**config.mk**
```make
export PLATFORM = sky130hd
export DESIGN_NAME = uart_tx
export DESIGN_NICKNAME = d
export VERILOG_FILES = /design/src/rtl/uart_pkg.sv /design/src/rtl/uart_tx_fifo.sv /design/src/rtl/uart_tx.sv
export SDC_FILE = /design/constraint.sdc
export NUM_CORES = 1
export LEC_CHECK = 0
export ABC_CLOCK_PERIOD_IN_PS = 2250
export CAP_MARGIN = 0
export CELL_PAD_IN_SITES_DETAIL_PLACEMENT = 0
export CELL_PAD_IN_SITES_GLOBAL_PLACEMENT = 1
export CORE_ASPECT_RATIO = 0.5
export CORE_MARGIN = 4
export CORE_UTILIZATION = 44
export DETAILED_ROUTE_END_ITERATION = 12
export PLACE_DENSITY = 0.82
export SETUP_SLACK_MARGIN = 0.1
export SKIP_LAST_GASP = 1
export SYNTH_ARGS = -nofsm -noshare
export SYNTH_HDL_FRONTEND = slang
export SYNTH_SLANG_ARGS = --single-unit
```
**constraint.sdc**
```tcl
create_clock -name clock -period 2.25 [get_ports clock]
set_input_delay 0.675 -clock clock [delete_from_list [all_inputs] [get_ports clock]]
set_output_delay 0.675 -clock clock [all_outputs]
set_load 0.05 [all_outputs]
```
**src/rtl/uart_pkg.sv**
```systemverilog
// Shared defaults and FSM encoding for the UART transmit path.
// Latency/backpressure: none (declarations only).
package uart_pkg;
  localparam int OVERSAMPLE_DEF = 16;
  localparam int FIFO_DEPTH_DEF = 4;

  typedef enum logic [1:0] {
    IDLE  = 2'd0,
    START = 2'd1,
    DATA  = 2'd2,
    STOP  = 2'd3
  } tx_state_t;
endpackage

```
**src/rtl/uart_tx_fifo.sv**
```systemverilog
// Byte FIFO feeding the serializer; a write is visible at head one cycle later.
// Backpressure: pushes while full and pops while empty are ignored.
module uart_tx_fifo #(
  parameter int DEPTH = 4,
  localparam int AW = $clog2(DEPTH),
  localparam int CW = AW + 1
) (
  input  logic          clock,
  input  logic          reset,
  input  logic          push,
  input  logic [7:0]    push_dat,
  input  logic          pop,
  output logic          full,
  output logic          empty,
  output logic [7:0]    head,
  output logic [CW-1:0] count
);
  logic [7:0]    mem [DEPTH];
  logic [AW-1:0] wr_ptr;
  logic [AW-1:0] rd_ptr;
  logic          do_push;
  logic          do_pop;

  assign full    = (count == CW'(DEPTH));
  assign empty   = (count == '0);
  assign head    = mem[rd_ptr];
  assign do_push = push && !full;
  assign do_pop  = pop && !empty;

  always_ff @(posedge clock) begin
    if (do_push) mem[wr_ptr] <= push_dat;
  end

  // Pointers wrap naturally because DEPTH is a power of two.
  always_ff @(posedge clock) begin
    if (reset) begin
      wr_ptr <= '0;
      rd_ptr <= '0;
      count  <= '0;
    end else begin
      if (do_push) wr_ptr <= wr_ptr + 1'b1;
      if (do_pop)  rd_ptr <= rd_ptr + 1'b1;
      case ({do_push, do_pop})
        2'b10:   count <= count + 1'b1;
        2'b01:   count <= count - 1'b1;
        default: count <= count;
      endcase
    end
  end
endmodule

```
**src/rtl/uart_tx.sv**
```systemverilog
// 8N1 UART transmitter behind a byte FIFO; start bit leaves one cycle after the accept edge.
// Backpressure: io_dataIn_ready drops while the FIFO is full and while in reset.
module uart_tx
  import uart_pkg::*;
#(
  parameter int OVERSAMPLE = OVERSAMPLE_DEF,
  parameter int FIFO_DEPTH = FIFO_DEPTH_DEF
) (
  input  logic       clock,
  input  logic       reset,
  input  logic [7:0] io_dataIn_bits,
  input  logic       io_dataIn_valid,
  output logic       io_dataIn_ready,
  output logic       io_pair_tx,
  output logic       io_txDone,
  output logic       io_busy
);
  localparam int CW = (OVERSAMPLE > 1) ? $clog2(OVERSAMPLE) : 1;
  localparam logic [CW-1:0] CNT_LAST = CW'(OVERSAMPLE - 1);
  localparam int FCW = $clog2(FIFO_DEPTH) + 1;

  tx_state_t      state, state_n;
  logic [CW-1:0]  cnt, cnt_n;
  logic [2:0]     bit_idx, bit_idx_n;
  logic [7:0]     shreg, shreg_n;
  logic           tx_q, tx_n;
  logic           done_q, done_n;
  logic           rst_q;
  logic           pop;
  logic           push;
  logic           bit_end;
  logic           fifo_full;
  logic           fifo_empty;
  logic [7:0]     fifo_head;
  logic [FCW-1:0] fifo_count;

  assign push            = io_dataIn_valid && io_dataIn_ready;
  assign io_dataIn_ready = !fifo_full && !rst_q;
  assign io_pair_tx      = tx_q;
  assign io_txDone       = done_q;
  assign io_busy         = (state != IDLE) || (fifo_count != '0);
  assign bit_end         = (cnt == CNT_LAST);

  uart_tx_fifo #(.DEPTH(FIFO_DEPTH)) u_fifo (
    .clock    (clock),
    .reset    (reset),
    .push     (push),
    .push_dat (io_dataIn_bits),
    .pop      (pop),
    .full     (fifo_full),
    .empty    (fifo_empty),
    .head     (fifo_head),
    .count    (fifo_count)
  );

  always_comb begin
    state_n   = state;
    cnt_n     = cnt;
    bit_idx_n = bit_idx;
    shreg_n   = shreg;
    tx_n      = tx_q;
    done_n    = 1'b0;
    pop       = 1'b0;
    case (state)
      IDLE: begin
        if (!fifo_empty) begin
          pop     = 1'b1;
          shreg_n = fifo_head;
          tx_n    = 1'b0;
          cnt_n   = '0;
          state_n = START;
        end
      end
      START: begin
        if (bit_end) begin
          cnt_n     = '0;
          bit_idx_n = '0;
          tx_n      = shreg[0];
          state_n   = DATA;
        end else begin
          cnt_n = cnt + 1'b1;
        end
      end
      DATA: begin
        if (bit_end) begin
          cnt_n = '0;
          if (bit_idx == 3'd7) begin
            tx_n    = 1'b1;
            state_n = STOP;
          end else begin
            // The line shows shreg[0]; after the shift the next bit sits at [1] of the old value.
            bit_idx_n = bit_idx + 1'b1;
            shreg_n   = {1'b0, shreg[7:1]};
            tx_n      = shreg[1];
          end
        end else begin
          cnt_n = cnt + 1'b1;
        end
      end
      STOP: begin
        if (bit_end) begin
          cnt_n  = '0;
          done_n = 1'b1;
          if (!fifo_empty) begin
            pop     = 1'b1;
            shreg_n = fifo_head;
            tx_n    = 1'b0;
            state_n = START;
          end else begin
            tx_n    = 1'b1;
            state_n = IDLE;
          end
        end else begin
          cnt_n = cnt + 1'b1;
        end
      end
      default: state_n = IDLE;
    endcase
  end

  always_ff @(posedge clock) begin
    if (reset) begin
      state   <= IDLE;
      cnt     <= '0;
      bit_idx <= '0;
      shreg   <= '0;
      tx_q    <= 1'b1;
      done_q  <= 1'b0;
      rst_q   <= 1'b1;
    end else begin
      state   <= state_n;
      cnt     <= cnt_n;
      bit_idx <= bit_idx_n;
      shreg   <= shreg_n;
      tx_q    <= tx_n;
      done_q  <= done_n;
      rst_q   <= 1'b0;
    end
  end
endmodule

```
Word-level counts from Yosys, hierarchy flattened:

Memory sizes are Yosys's and may differ from the RTL's. A register that Yosys moved wholly into a read port is not among the register bits.
Cells that the tools add are included.

* register bits after elaboration: 27
* bits in latches: 0
* bits in writable memories: 32
* ROM bits: 0
* input bits: 11
* logic and storage cells: 89
* memories: 1

Memories
* u_fifo.mem: depth 4, width 8, read ports 1, clocked after memory_dff 1, wr ports 1, line uart_tx_fifo.sv:18 `logic [7:0] mem [DEPTH];`

* add/subtract/negate cells: 6
* multiply operators: 0
* divide/modulo/power cells: 0
* magnitude comparators: 0
* equal/unequal tests: 14
* shifts and indexed selects: 0
* mux-type cells: 36
* bitwise gates (word level): 1
* reductions and logical operators: 21

Operators by type and width (count)
* 8-bit two-way mux: 4
* 8-bit case mux with 3 select lines: 1
* 2-bit two-way mux: 7
* 1-bit two-way mux: 13
* 2-bit != test, second input constant: 6
* 3-bit case mux with 2 select lines: 2
* 4-bit AND reduction: 3
* 3-bit two-way mux: 3
* 4-bit two-way mux: 2
* 2-bit case mux with 4 select lines: 1
* 4-bit case mux with 2 select lines: 1
* 3-bit by 1-bit adder with 3-bit output, second input constant: 2
* 2-bit == test, second input constant: 3
* 3-bit == test, second input constant: 2
* 2-bit nonzero test: 3
* 3-bit nonzero test: 2
* 5-bit AND reduction: 1
* 2-bit by 1-bit adder with 2-bit output, second input constant: 2
* 4-bit by 1-bit adder with 4-bit output, second input constant: 1
* 2-bit by 1-bit == test with 1-bit output, second input constant: 2
* 4-bit == test, second input constant: 1
* 1-bit logical AND: 4
* 1-bit case mux with 4 select lines: 1
* 1-bit logical NOT: 3
* 8 further kinds: 8

Logic depth before layout (Yosys ltp):

Gate-level depths: netlist of the first run.

* depth after elaboration: 7
* depth in mapped cells: 10
* depth with buffers taken out: 10

Hierarchy:

A second synthesis of the first run with hierarchy kept.

* cells, all modules: 227
* area, all modules: 2792.7 um^2

By module, submodules not included
* uart_tx_fifo: times used 1, cells each 96, area an instance 1630.3 um^2
* uart_tx: times used 1, cells each 131, area an instance 1162.4 um^2

Worst setup path before layout of the first run:

Ideal clock, no wire load.

* kind: flip-flop to flip-flop
* start point: register state[0]
* end point: register u_fifo.count[2]
* setup time: 71 ps
* arrival: 2343 ps
* data required time: 2179 ps
* path slack: -164 ps
* stages on the path, launching flop included: 10
* clock period less this slack: 2414 ps
* cells stage by stage: dfxtp_1 -> ha_1 -> a41oi_1 -> nor3_1 -> ha_1 -> inv_1 -> fa_1 -> xor2_1 -> or3_1 -> a21oi_1

* cells in the longest elaborated chain, start to end: 5
* elaborated cells between the ends (all ways): 8
* those cells by class: eq/ne (3); mux (2); reduce/logical (3)

Ends and longest elaborated chain
* from (decl): line uart_tx.sv:22 `tx_state_t state, state_n;`
* from (signal assigned): line uart_tx.sv:131 `state <= state_n;`
* 2-bit == test / 2-bit logical NOT (equally long branches): line uart_tx.sv:64 `case (state)`
* 1-bit case mux with 2 select lines *: line uart_tx.sv:64
* 1-bit logical AND *: line uart_tx_fifo.sv:28 `assign do_pop = pop && !empty;`
* via u_fifo.do_pop: line uart_tx_fifo.sv:22 `logic do_pop;`
* 2-bit by 1-bit == test with 1-bit output / 2-bit == test (equally long branches): line uart_tx_fifo.sv:43 `case ({do_push, do_pop})`
* 3-bit case mux with 2 select lines / 2-bit nonzero test (equally long branches)
* to (signal assigned): line uart_tx_fifo.sv:44 `2'b10: count <= count + 1'b1;`
* to (signal assigned): line uart_tx_fifo.sv:45 `2'b01: count <= count - 1'b1;`
* to (signal assigned): line uart_tx_fifo.sv:46 `default: count <= count;`
* to (decl): line uart_tx_fifo.sv:16 `output logic [CW-1:0] count`

Mark *: on every way through the listed nets, which the timed path passes. The rest lies on a longest branch.
A chain may end at the register's enable or synchronous reset.

Worst setup path after layout of the first run:

* start point: input io_dataIn_valid
* end point: register u_fifo.count[2]

* cells in the longest elaborated chain, start to end: 4
* elaborated cells between the ends (all ways): 6
* those cells by class: eq/ne (2); mux (1); reduce/logical (3)

Ends and longest elaborated chain
* from (decl): line uart_tx.sv:12 `input logic io_dataIn_valid,`
* 1-bit logical AND *: line uart_tx.sv:37 `assign push = io_dataIn_valid && io_dataIn_ready;`
* 1-bit logical AND *: line uart_tx_fifo.sv:27 `assign do_push = push && !full;`
* 2-bit by 1-bit == test with 1-bit output / 2-bit == test (equally long branches): line uart_tx_fifo.sv:43
* 3-bit case mux with 2 select lines / 2-bit nonzero test (equally long branches)

Mark *: on every way between the ends. The rest lies on a longest branch, timed or not.

==> metrics, run 1 <==
wire length on met3=between 200 and 250 um; CP arrival=roughly 2.4 ns; Yosys warnings=0; total power=0.00469 W; status=completed; Worst-Skew Late Latency=0.33 ns; dpl cells=323; CP max FO=2; unrepaired setup endpoints after global routing=true; Global Route Usage Sum=14.8%; clk root buf=clkbuf_16; Place WS=-0.262 ns; Post-synth EDFFs=32; n_diodes=0; Num Clock Sinks=61; dpl hpwl=approximately 3600 um; hold path depth=2; CP Class=in -> reg; sw frac=31.8%; first-pass GRT wire length=8790 um; DIE AREA=0.00771 sq mm; Seq cells post-synth=between 60 and 70; via count=roughly 1800; count of pins over their slew limit=0; post-synthesis cell count=210; DR pass1 iterations=4; reg2reg end=u_fifo.count[2]$_SDFFE_PP0P_; Port Buffer Count=14; post-route insts no fill=roughly 340; share of layout cells above drive strength 1=28.1%; Avg Vias per Cell=5.24; worst setup margin=0.148 ns; Mean Syn Cell Area=between 10 and 15 sq um; setup violators final=0; core footprint=around 0.006 sq mm; mapped cell area=0.00277 sq mm; worst hold path class=reg -> reg; Top Ports=15; Routed met1 length=2400 um; final WL=around 5100 um; H-tree lvl count=3; Area after DPL=0.00324 sq mm; multi-input logic area=around 0.0012 sq mm; CTS tree=built; post-synth top area share=34.7%; DR WL met2=~2500 um; sequential-to-total area share from yosys stat=55.6%; largest net degree at the start of global routing=15; Clock Power Share=30.9%; skew final=0.00455 ns; worst reg2reg path depth=9; initial antenna violation count=0; Highest Clock Rate=0.476 GHz; synth top area cells=edfxtp_1 35%, dfxtp_1 21%, mux4_2 6.5%, ha_1 6.3%, mux2i_1 3.3%; Final Hold Vio Count=0; P_leak=1.31 nW; Finished Cell Area=0.00362 sq mm; CTS Hold Bufs=0; NetSw=0.00149 W; starting density of the core=45.6%; pwr dens=approximately 1300 mW/mm^2; Reg clk slew, reported paths=0.05 ns; Synth async-reset ratio=0%; cell type with the highest aggregate area in the netlist=edfxtp_1; # fillers=469; share of power burned in registers=about a third; R2R setup slack=roughly 0.17 ns; Rel. slew slack=66.4%; Max rail drop VDD=0.000505 V; vias in the first global route=1802; worst-case clock buffer depth=2; CP endpoint kind=flop; final worst path period need=2.10 ns; Distinct cells, synth=48; P_int=between 0.003 and 0.004 W; max cap viols=0; min-delay src=cnt[1]$_SDFFE_PP0P_; Die Width=between 100 and 150 um; syn nets=236; nets=~280; FF+latch area=approximately 0.0016 sq mm; Slew @ Worst Pin=0.504 ns; Comb power frac=37.7%; top_reg_cell synth=edfxtp_1; WL/cell=between 10 and 15 um; site row count=20; worst reg2reg startpoint=cnt[0]$_SDFFE_PP0P_; Final Util=between 50 and 60%; worst path required time=2.51 ns; gr ovfl total=0; drc violations=0; P&R area growth vs syn=30.7%; RePlAce Congestion=0.758; Die Y=64.1 um; highest routing layer actually used=met4; Startpoint Class=input pin; Num CTS Buffers=9; Worst Hold Path EP=cnt[1]$_SDFFE_PP0P_; first-iteration detailed-routing DRC count=between 80 and 90; antenna-violating nets left=0; Tcrit/Tclk final=93.4%
-- cell type report --
| cell class | count | share of cell area, % |
|---|---|---|
| clock buffer | 10 | 6.32 |
| multi-input combinational | 128 | 33.5 |
| tap | 88 | 3.04 |
| sequential | 61 | 42.8 |
| inverter | 13 | 1.42 |
| timing repair buffer | 38 | 10.5 |
| clock inverter | 6 | 2.42 |
-- state kept, by name, summed over array words and instances, names as in the netlist, named ones only --
register,flops
u_fifo.mem,32
shreg,8
cnt,4
bit_idx,3
u_fifo.count,3
state,2
u_fifo.rd_ptr,2
u_fifo.wr_ptr,2
io_pair_tx,1
io_txDone,1
rst_q,1
-- cells by family after synthesis --
family | Yosys count | share of synthesized area (%)
adders and majority gates | 15 | 7.04
buffers and inverters | 21 | 3.30
and+or+nand+nor | 46 | 10.3
xor gates and xnor gates | 5 | 1.58
muxes | 18 | 10.2
AOI/OAI and AO/OA | 44 | 12.0
DFF | 61 | 55.6
-- how the worst max path moves through the flow --
stage                     startpoint                      endpoint  slack, ns  depth (start not counted)
6_report             io_dataIn_valid  u_fifo.count[2]$_SDFFE_PP0P_       0.15                         10
5_1_grt              io_dataIn_valid  u_fifo.count[2]$_SDFFE_PP0P_       0.07                         10
4_1_cts              io_dataIn_valid  u_fifo.count[2]$_SDFFE_PP0P_       0.11                         10
3_5_place_dp         io_dataIn_valid  u_fifo.count[2]$_SDFFE_PP0P_      -0.26                         10
3_3_place_gp         io_dataIn_valid  u_fifo.count[2]$_SDFFE_PP0P_      -0.21                         10
2_1_floorplan  state[0]$_SDFFE_PP0P_  u_fifo.count[2]$_SDFFE_PP0P_       0.10                          9
-- worst max-delay path, cell delays in order --
cell and delay (ns):
clkdlybuf4s50_1 0.39, inv_1 0.07, a211oi_2 0.04, inv_1 0.06, ha_2 0.16, inv_1 0.05
fa_2 0.33, xor2_1 0.15, or3_1 0.30, a21oi_1 0.12
-- cells in the final DEF, fill, tap and decap left out, types with 3 or more instances in the layout --
cell             count
clkbuf_16            9
nand2_1              6
o311a_1              7
edfxtp_1            32
dfxtp_2              4
nor2_1              15
inv_1                9
ha_1                10
xnor2_1              3
a21oi_1              8
o21ai_1              9
buf_4               20
buf_12               5
and2_1               4
ha_4                 3
mux2i_1              9
nand3_1              4
o21ai_0              5
dfxtp_1             24
clkdlybuf4s50_1     11
mux4_2               8
a22oi_1              3
-- per-stage QoR --
step,hold slack (ns),setup TNS (ns)
2_1_floorplan,0.460,0
3_3_place_gp,0.471,-0.311
3_5_place_dp,0.481,-0.430
4_1_cts,0.489,0
5_1_grt,0.518,0
6_report,0.488,0
-- Yosys cell counts (all sizes together), types with 2 or more instances --
cell / n
edfxtp: 32
dfxtp: 29
nor2: 15
ha: 14
o21ai: 14
inv: 12
a21oi: 9
mux2i: 9
mux4: 8
o311a: 7
nand2: 6
buf: 5
nand3: 5
and2: 4
nor3: 4
a22oi: 3
clkbuf: 3
nor4b: 3
xnor2: 3
a22o: 2
and3: 2
nand3b: 2
xor2: 2
-- power groups by stage --
stage	registers, W	clock network (W)	logic [W]
global placement	0.00149	0	0.00155
finish	0.00147	0.00145	0.00177
global route	0.00150	0.00153	0.00194
detailed placement	0.00149	0	0.00160
CTS	0.00147	0.00148	0.00172
floorplan	0.00148	0	0.00115
-- repair_timing --
action	4_1_cts	5_1_grt
gates resized for setup	5	4
setup buffers	3	2
endpoints found under the setup margin	3	11
gates cloned	0	0
pin swaps	2	2
-- layer usage --
| metal | GRT usage (%) | up-vias |
|---|---|---|
| met5 | 0 | - |
| met4 | 4.66 | 0 |
| met3 | 5.39 | 4 |
| met2 | 24.0 | 38 |
| met1 | 18.6 | 876 |
| li1 | - | 883 |
No activity file was read; power rests on OpenSTA's default activity.
==> inputs of run 2 (changes only) <==
--- a/config.mk
+++ b/config.mk
@@ -5,13 +5,13 @@
 export SDC_FILE = /design/constraint.sdc
 export NUM_CORES = 1
 export LEC_CHECK = 0
-export ABC_CLOCK_PERIOD_IN_PS = 2250
+export ABC_CLOCK_PERIOD_IN_PS = 2450
 export CAP_MARGIN = 0
 export CELL_PAD_IN_SITES_DETAIL_PLACEMENT = 0
 export CELL_PAD_IN_SITES_GLOBAL_PLACEMENT = 1
 export CORE_ASPECT_RATIO = 0.5
 export CORE_MARGIN = 4
-export CORE_UTILIZATION = 44
+export CORE_UTILIZATION = 53
 export DETAILED_ROUTE_END_ITERATION = 12
 export PLACE_DENSITY = 0.82
 export SETUP_SLACK_MARGIN = 0.1
==> constraint.sdc (replaced) <==
create_clock -name clock -period 2.45 [get_ports clock]
set_input_delay 0.735 -clock clock [delete_from_list [all_inputs] [get_ports clock]]
set_output_delay 0.735 -clock clock [all_outputs]
set_load 0.05 [all_outputs]
==> run 2 against run 1 <==
- hold slack got worse by 0.0017 ns
- critical endpoint unchanged
- combinational power fell by 20%
- setup slack improved by 0.037 ns
- critical path depth did not move
- design area fell by 7.7%
- highest routed layer unchanged
- sequential cell count did not move
==> metrics, run 2 (synthesis results as in run 1) <==
Top Ports=15; worst hold path class=reg -> reg; max cap viols=0; P&R area growth vs syn=20.6%; worst-case clock buffer depth=2; final setup TNS=0 ns; Global Route Usage Sum=between 15 and 20%; post-route insts no fill=318; initial antenna violation count=0; dpl hpwl=3280 um; setup violators final=0; WL/cell=15.2 um; Worst Hold Path EP=cnt[1]$_SDFFE_PP0P_; gr ovfl total=0; CTS Hold Bufs=0; H-tree lvl count=3; status=completed; DR pass1 iterations=4; CP max FO=2; total power=between 0.003 and 0.004 W; core footprint=0.00500 sq mm; site row count=18; Worst-Skew Late Latency=0.34 ns; Num CTS Buffers=9; drc violations=0; Startpoint Class=input pin; worst path required time=2.72 ns; Final Hold Vio Count=0; via count=1739; Die Y=59.1 um; worst reg2reg startpoint=state[0]$_SDFFE_PP0P_; nets=269; Reg clk slew, reported paths=0.07 ns; largest net degree at the start of global routing=16; Rel. slew slack=between 60% and 70%; max reg flops=32; starting density of the core=55.4%; clk root buf=clkbuf_8; first-pass GRT wire length=approximately 8300 um; Port Buffer Count=14; Area after DPL=approximately 0.0031 sq mm; share of layout cells above drive strength 1=24.2%; Highest Clock Rate=0.441 GHz; hold path depth=2; RePlAce Congestion=0.787; first-iteration detailed-routing DRC count=68; DIE AREA=0.00652 sq mm; Finished Cell Area=0.00334 sq mm; Die Width=110 um; Slew @ Worst Pin=0.535 ns; CTS tree=built; commonest non-fill, non-tap cell in the layout=edfxtp_1; min-delay src=cnt[1]$_SDFFE_PP0P_; count of pins over their slew limit=0; CP startpoint=io_dataIn_valid; CP Class=in -> reg; commonest non-fill, non-tap cells in the layout=32 x edfxtp_1, 26 x dfxtp_1, 16 x buf_4, 15 x nor2_1, 12 x clkdlybuf4s50_1; P_leak=1.21 nW; antenna-violating nets left=0; Max rail drop VDD=0.000544 V; CP arrival=2.54 ns; unrepaired setup endpoints after global routing=true; n_diodes=0; Tcrit/Tclk final=between 90% and 100%; vias in the first global route=1709; dpl cells=between 300 and 400; final WL=4840 um; Reg with most FFs=u_fifo.mem; final worst path period need=2.27 ns; Avg Vias per Cell=5.47; Num Clock Sinks=61; CP endpoint kind=flop; worst reg2reg path depth=9; top flop regs=u_fifo.mem x32, shreg x8, cnt x4; R2R setup slack=between 0.2 and 0.25 ns; pwr dens=1100 mW/mm^2; skew final=0.00627 ns; reg2reg end=u_fifo.count[2]$_SDFFE_PP0P_
==> run 2: cell count changes in the layout (fill, tap and decap cells not counted), moves of 2 or more <==
cell       delta
dfxtp_1       +2
inv_6         +3
dfxtp_2       -2
clkbuf_16     -9
buf_4         -4
ha_4          -2
clkbuf_8      +9
buf_12        -3
==> run 2: per-stage QoR <==
stage	worst slack, ns	hold WS, ns	util, %
detailed placement	-0.127	0.471	61.9
global placement	-0.0613	0.461	61.9
CTS	0.107	0.482	66.2
finish	0.185	0.487	66.9
floorplan	0.146	0.449	-
global route	0.0777	0.511	66.9
==> run 2: worst max-delay path by stage <==
stage                                        end  slack [ns]  cells past startpoint
floorplan           u_fifo.count[2]$_SDFFE_PP0P_        0.15                      9
global placement    u_fifo.count[2]$_SDFFE_PP0P_       -0.06                     10
detailed placement  u_fifo.count[2]$_SDFFE_PP0P_       -0.13                     10
CTS                 u_fifo.count[2]$_SDFFE_PP0P_        0.11                      9
global route                             io_busy        0.08                      5
finish              u_fifo.count[2]$_SDFFE_PP0P_        0.18                     10
==> run 2: timing repair <==
item	CTS	global route
pin swaps	1	1
setup endpoints to repair	2	2
gates cloned	0	0
buffers inserted	1	0
gates resized for setup	3	6
==> run 2: per-layer routing <==
layer  up-vias  global-route usage, %  routed length (um)
li1        863                      -                   -
met1       846                   23.3                2380
met2        25                   25.3                2220
met3         5                   8.16                 215
met4         0                   5.26                  29
met5         -                      0                   0
==> run 2: area by class of cell <==
type                    instances  area (sq um)
well taps                      70          87.6
clock buffers                   9           124
fillers                       383          1660
inverters                      13          48.8
repair buffers                 30           280
multi-input cells             128          1170
clock inverters                 7          80.1
flip-flops and latches         61          1550
==> run 2: report_power, final <==
part | switching, W | total [W] | internal (W)
logic | 0.000735 | 0.00141 | 0.000678
registers | 0.000137 | 0.00136 | 0.00122
clock network | 0.000425 | 0.000905 | 0.000481
total | 0.00130 | 0.00367 | 0.00238
==> run 2: critical path: stages <==
cell and delay (ns):
clkdlybuf4s50_1 0.40, inv_1 0.07, a211oi_2 0.05, inv_1 0.09, ha_2 0.17, inv_1 0.05
fa_1 0.37, xor2_1 0.16, or3_1 0.31, a21oi_1 0.14
==> inputs of run 3 (changes only) <==
--- a/config.mk
+++ b/config.mk
@@ -19,3 +19,4 @@
 export SYNTH_ARGS = -nofsm -noshare
 export SYNTH_HDL_FRONTEND = slang
 export SYNTH_SLANG_ARGS = --single-unit
+export TNS_END_PERCENT = 5
==> run 3 against run 2 <==
- routed wire length about the same
- global-route usage unchanged
- first-iteration DRC count down 5.9%
- die area stayed put
- via count unchanged
- sequential power about the same
- maximum frequency hardly changed
- total power down 0.18%
- highest routed layer unchanged
==> metrics, run 3 (synthesis results as in run 1) <==
max cap viols=0; Port Buffer Count=14; Tcrit/Tclk final=around 92%; RePlAce Congestion=0.787; largest net degree at the start of global routing=16; Place WS=-0.127 ns; Num CTS Buffers=9; reg2reg end=u_fifo.count[2]$_SDFFE_PP0P_; clk root buf=clkbuf_8; CTS tree=built; Num Clock Sinks=61; Highest Clock Rate=0.442 GHz; vias in the first global route=between 1500 and 2000; hold path depth=2; core footprint=0.00500 sq mm; unrepaired setup endpoints after global routing=true; Reg clk slew, reported paths=about 0.07 ns; worst reg2reg startpoint=state[1]$_SDFFE_PP0P_; initial antenna violation count=0; Final Util=66.8%; final WL=4840 um; CTS Hold Bufs=0; nets=roughly 270; hold slack=a little under 0.5 ns; Die Y=59.1 um; P&R area growth vs syn=20.5%; min-delay src=cnt[1]$_SDFFE_PP0P_; worst setup margin=0.185 ns; CP max FO=2; share of layout cells above drive strength 1=between 20% and 30%; skew final=0.00627 ns; status=completed; first-iteration detailed-routing DRC count=64; via count=between 1500 and 2000; pwr dens=1100 mW/mm^2; DIE AREA=0.00652 sq mm; Startpoint Class=input pin; count of pins over their slew limit=0; WL/cell=15.2 um; n_diodes=0; dpl hpwl=3280 um; gr ovfl total=0; antenna-violating nets left=0; Reg with most FFs=u_fifo.mem; Top Ports=15; Avg Vias per Cell=5.47; max reg flops=32; P_leak=1.21 nW; final setup TNS=0 ns; Final Hold Vio Count=0; Worst Hold Path EP=cnt[1]$_SDFFE_PP0P_; site row count=18; worst reg2reg path depth=9; commonest non-fill, non-tap cells in the layout=32 x edfxtp_1, 28 x dfxtp_1, 16 x buf_4, 15 x nor2_1, 12 x clkdlybuf4s50_1; worst-case clock buffer depth=2; CP arrival=2.54 ns; top flop regs=u_fifo.mem x32, shreg x8, cnt x4; first-pass GRT wire length=8250 um; final worst path period need=2.26 ns; Die Width=110 um; starting density of the core=55.4%; Global Route Usage Sum=17.4%; R2R setup slack=about 0.19 ns; H-tree lvl count=3; Slew @ Worst Pin=0.535 ns; worst path required time=~2.7 ns; drc violations=0; commonest non-fill, non-tap cell in the layout=edfxtp_1; Rel. slew slack=64.3%; DR pass1 iterations=4; worst hold path class=reg -> reg; Worst-Skew Late Latency=0.34 ns; setup violators final=0; CP Class=in -> reg; Max rail drop VDD=0.000543 V; CP endpoint kind=flop
run 3: cell counts in the layout (fill, tap and decap cells not counted):
No cell type changed its count.
run 3: area by class of cell:
class | instances | area, sq um
inverter | 13 | 48.8
fill | 384 | 1660
multi-input combinational | 128 | 1170
clock inverter | 7 | 80.1
clock buffer | 9 | 124
timing repair buffer | 30 | 280
sequential | 61 | 1540
tap | 70 | 87.6
run 3: worst max-delay path by stage:
stage,depth (start not counted),startpoint,end,slack [ns]
after global routing,9,state[1]$_SDFFE_PP0P_,u_fifo.count[2]$_SDFFE_PP0P_,0.05
after global placement,10,io_dataIn_valid,u_fifo.count[2]$_SDFFE_PP0P_,-0.06
after floorplan,9,state[0]$_SDFFE_PP0P_,u_fifo.count[2]$_SDFFE_PP0P_,0.15
after CTS,5,state[1]$_SDFFE_PP0P_,io_busy,0.08
final,10,io_dataIn_valid,u_fifo.count[2]$_SDFFE_PP0P_,0.19
after detailed placement,10,io_dataIn_valid,u_fifo.count[2]$_SDFFE_PP0P_,-0.13
run 3: critical path, cell delays in order:
cell	delay, ns
clkdlybuf4s50_1	0.40
inv_1	0.07
a211oi_2	0.05
inv_1	0.09
ha_2	0.17
inv_1	0.05
fa_1	0.37
xor2_1	0.16
or3_1	0.31
a21oi_1	0.14
run 3: timing repair:
action / in CTS / in global routing
resized for setup: 1 / 5
endpoints found under the setup margin: 2 / 2
buffers inserted: 1 / 0
pin swaps: 1 / 1
run 3: layer usage:
layer | GRT usage (%) | vias up | wire, um
li1 | - | 863 | -
met1 | 23.3 | 844 | 2380
met2 | 25.3 | 27 | 2210
met3 | 8.16 | 5 | 217
met4 | 5.26 | 0 | 29
met5 | 0 | - | 0
run 3: power by group:
group	switching [W]	internal (W)	leakage (nW)
registers	0.000138	0.00121	0.528
logic	0.000734	0.000678	0.584
clock network	0.000424	0.000481	0.0968
run 3: metrics by stage:
| stage | total power [W] | cells | cell area [sq um] |
|---|---|---|---|
| floorplan | 0.00236 | 210 | 2780 |
| global placement | 0.00266 | 301 | 3100 |
| detailed placement | 0.00269 | 301 | 3100 |
| CTS | 0.00364 | 318 | 3310 |
| global route | 0.00391 | 318 | 3340 |
| finish | 0.00367 | 318 | 3340 |
==> RTL change 1 (config.mk and constraints of run 1) <==
Register the output `io_txDone` once more; this adds one clock of latency there. The other outputs are not delayed to match.
--- a/src/rtl/uart_tx.sv
+++ b/src/rtl/uart_tx.sv
@@ -38,5 +38,7 @@
   assign io_dataIn_ready = !fifo_full && !rst_q;
   assign io_pair_tx      = tx_q;
-  assign io_txDone       = done_q;
+  always_ff @(posedge clock) begin
+    io_txDone <= done_q;
+  end
   assign io_busy         = (state != IDLE) || (fifo_count != '0);
   assign bit_end         = (cnt == CNT_LAST);
Check against the original RTL: no difference found for any inputs over 10 cycles, from zero or initial values and one cycle with reset high; that may be too few to reach the edited logic, so the function may still have changed.
==> RTL change 1 against run 1 <==
  * Power fell by 2.5%
  * Core utilization barely moved
  * Final area rose by 0.45%
  * Sequential cell count rose by 1
  * Wire length rose by 4.1%
  * Maximum frequency fell by 2.0%
  * Clock power fell by 6%
  * Via count rose by 1.5%
  * Non-clock buffer count rose by 3
  * Area after synthesis rose by 0.68%
  * Global-route usage rose by 0.49 points
  * Combinational power fell by 2%
  * Count of clock-buffer cells in the layout did not move
  * Setup slack got worse by 0.042 ns
==> RTL change 1: results (changes against run 1) <==
SYNTH.YOSYS.SEQ_AREA_SHARE=0.560  # +0.00343
PATH_MAX_FANOUT=5  # +3
WORST_VOLTAGE_DROP_ACROSS_THE_VDD_GRID_mV=0.552  # +9.5%
NUMPLACEDINSTANCES=330  # +2.2%
FINAL-SEQ-AREA_MM2=0.00157  # +1.4%
VIAS_PER_CELL=5.19  # -0.81%
SYNTH_AREA_LEADERS='sky130_fd_sc_hd__edfxtp_1 34%, sky130_fd_sc_hd__dfxtp_1 22%, sky130_fd_sc_hd__mux4_2 6.5%'
NUM-MULTI-INPUT-GATES=133  # +3.9%
DETAILED_PLACE_HPWL_UM=3510  # -1.5%
STATUS='finished, final reports clean'
NUM-FILL-CELLS=483  # +3.0%
ROUTE.DETAILED.WL_PER_INST_UM=15.1  # +1.7%
GRT_MAX_DEGREE=16  # +1
TIMING.MAX_SLEW.REL_SLACK=0.639  # -0.0246
SYNTH.TOP_CELLS.BY_COUNT='32 x sky130_fd_sc_hd__edfxtp_1, 30 x sky130_fd_sc_hd__dfxtp_1, 14 x sky130_fd_sc_hd__nor2_1, 14 x sky130_fd_sc_hd__o21ai_0'
FINAL_WEIGHTED_CONGESTION_IN_ROUTABILITY_DRIVEN_PLACEMENT=0.775  # +2.2%
DETAILED_PLACE.AREA_MM2=0.00327  # +0.85%
FIRST_GLOBAL_VIAS=1873  # +3.9%
DRIVE_GT1_FRAC=0.295  # +0.0142
CRIT_PATH_TOP_DELAY_CELL='sky130_fd_sc_hd__dfxtp_4'
WIRELENGTH_UM=5330  # +4.1%
LEAKAGEPOWER_nW=1.31  # -0.12%
SYNTHESIS.INSTANCES=218  # +3.8%
DETAIL_ROUTE.ITER0.VIOLATIONS=93  # +15%
SWITCHING_COMPONENT_OF_THE_POWER_mW=1.50  # +0.69%
POSTSYNTHNETCOUNT=243  # +3.0%
FFS_LATCHES=62  # +1.6%
BUFAREASHARENONCLOCK=0.112  # +0.00744
-- RTL change 1: metal layers --
metal | GRT usage | up-vias | share of wire
met4 | 0.0621 | 0 | 0.013
met1 | 0.189 | 885 | 0.47
li1 | - | 905 | -
met3 | 0.0592 | 8 | 0.047
met5 | 0 | - | 0
met2 | 0.241 | 30 | 0.47
-- RTL change 1: kinds of logic after synthesis --
kind of cell,after synthesis,share of synthesized area
AOI/OAI and AO/OA,45,0.111
xor gates and xnor gates,5,0.0157
adders and majority gates,14,0.0655
buffers and inverters,23,0.0354
DFF,62,0.560
muxes,17,0.0969
and+or+nand+nor,52,0.116
-- RTL change 1: path summary, 6_finish.rpt --
path            start              end  slack (ns)  depth (start not counted)
min            done_q        io_txDone        0.33                          0
max reg2reg  state[1]  u_fifo.count[2]        0.11                          9
max          state[1]  u_fifo.count[2]        0.11                          9
min reg2reg    done_q        io_txDone        0.33                          0
==> RTL change 2 (settings of run 1) <==
Without the edit above. `OVERSAMPLE_DEF`: 16 -> 8.
--- a/src/rtl/uart_pkg.sv
+++ b/src/rtl/uart_pkg.sv
@@ -2,5 +2,5 @@
 // Latency/backpressure: none (declarations only).
 package uart_pkg;
-  localparam int OVERSAMPLE_DEF = 16;
+  localparam int OVERSAMPLE_DEF = 8;
   localparam int FIFO_DEPTH_DEF = 4;
 
Formal check against the unedited RTL: no difference found for any inputs over 10 cycles, from zero or initial values and one cycle with reset high; that may be too few to reach the edited logic, so the function may still have changed.
==> RTL change 2 against run 1 <==
  * Sequential cell count shrank 1
  * First-iteration DRC count rose by 14%
  * Wire length is essentially flat
  * Sequential power is 3% lower
  * Highest routed layer unchanged
  * Largest cell class unchanged
  * Power rose by 1.6%
  * Synthesized cell count grew 4.8%
  * Setup slack got worse by 0.082 ns
  * Final area decreased by 2.0%
  * Area after synthesis down 2.1%
==> RTL change 2: results (changes against run 1) <==
STATUS='finished, final reports clean'
LAYOUT_TOP_REGISTERS='u_fifo.mem x32, shreg x8'
SYNTH.TOP_CELLS.BY_COUNT='32 x sky130_fd_sc_hd__edfxtp_1, 28 x sky130_fd_sc_hd__dfxtp_1, 23 x sky130_fd_sc_hd__nor2_1, 16 x sky130_fd_sc_hd__mux2i_1, 15 x sky130_fd_sc_hd__ha_1'
POST-ROUTE-MIN-PERIOD_NS=2.18  # +0.0821 ns
WL_MET1_UM=2220  # -7.5%
CRITPATHARRIVALTIME_NS=2.44  # +0.08 ns
LEAKAGEPOWER_nW=1.28  # -2.7%
GRT_UTIL_MET3=0.0563  # +0.00237
WIRELENGTH_UM=5130  # about the same
VIAS=1817  # +0.89%
MET1_USAGE=0.170  # -0.0158
SYNTH_AREA_LEADERS='sky130_fd_sc_hd__edfxtp_1 35%, sky130_fd_sc_hd__dfxtp_1 21%, sky130_fd_sc_hd__ha_1 6.9%'
YOSYS.AREA_SHARE.ADDER=0.0766  # +0.00614
TIMING.MAX_SLEW.REL_SLACK=0.667  # +0.00369
TIMING.RR.START='state[1]'
WL_MET2_UM=2630  # +5.9%
FINAL_WEIGHTED_CONGESTION_IN_ROUTABILITY_DRIVEN_PLACEMENT=0.727  # -4.1%
FF_TO_FF_SETUP_SLACK_NS=0.07  # -0.10 ns
COUNT_OF_NETS_AFTER_FINISHING=288  # +4.0%
GRT_MAX_DEGREE=28  # +13
NUMPLACEDINSTANCES=328  # +1.5%
SYNTH_COMPOUND_GATE_AREA_SHARE=0.113  # -0.00754
REG2REGPATHDEPTH=10  # +1
WORST_VOLTAGE_DROP_ACROSS_THE_VDD_GRID_mV=0.715  # +42%
GLOBAL_ROUTE.USAGE.TOTAL=0.154  # +0.00596
GRT_PASS1_WL_UM=8980  # +2.2%
PATH_MAX_FANOUT=3  # +1
TIMING_WORST_SETUP_PATH_TYPE='register to register'
SYNTH_MUX_AREA_FRAC=0.0673  # -0.0342
NUM-FILL-CELLS=434  # -7.5%
YS_TYPES=41  # -15%
SYNTH.YOSYS.SEQ_AREA_SHARE=0.561  # +0.00468
FRACTION_OF_SYNTHESIZED_CELL_AREA_IN_XOR_AND_XNOR_CELLS=0.0161  # +0.000343
WL_MET3_UM=193  # -11%
RTL change 2: power by group through the flow:
| stage | Clock [mW] | Sequential [mW] | Combinational [mW] |
|---|---|---|---|
| floorplan | 0 | 1.46 | 1.24 |
| global placement | 0 | 1.43 | 1.75 |
| detailed placement | 0 | 1.44 | 1.83 |
| CTS | 1.37 | 1.42 | 2.02 |
| global route | 1.42 | 1.44 | 2.21 |
| finish | 1.33 | 1.42 | 2.02 |
RTL change 2: worst max-delay path, cell delays in order (launching register included):
cell and delay (ns):
sky130_fd_sc_hd__dfxtp_2 0.34, sky130_fd_sc_hd__buf_4 0.12, sky130_fd_sc_hd__ha_2 0.19, sky130_fd_sc_hd__a21oi_4 0.07, sky130_fd_sc_hd__nor3_4 0.16, sky130_fd_sc_hd__ha_2 0.23, sky130_fd_sc_hd__inv_2 0.04, sky130_fd_sc_hd__fa_2 0.34
sky130_fd_sc_hd__xor2_2 0.16, sky130_fd_sc_hd__or3_4 0.33, sky130_fd_sc_hd__a21oi_2 0.13
RTL change 2: final cells by class:
class | instances | area share
Clock buffer | 9 | 0.0635
Clock inverter | 7 | 0.0212
Inverter | 11 | 0.0116
Multi-Input combinational cell | 140 | 0.335
Sequential cell | 60 | 0.430
Tap cell | 84 | 0.0296
Timing Repair Buffer | 39 | 0.109
RTL change 2: cells by family after synthesis:
logic type               Yosys count
adder cells (fa/ha/maj)           16
AO/OA/AOI/OAI                     42
flip-flops                        60
buffers and inverters             20
AND/OR/NAND/NOR                   60
XOR/XNOR                           5
multiplexers                      17
RTL change 2: timing repair:
action                     in CTS  in global routing
buffers inserted                6                  0
hold buffers                    0                  0
setup endpoints to repair       4                  9
pin swaps                       7                  0
gates resized for setup        12                  1
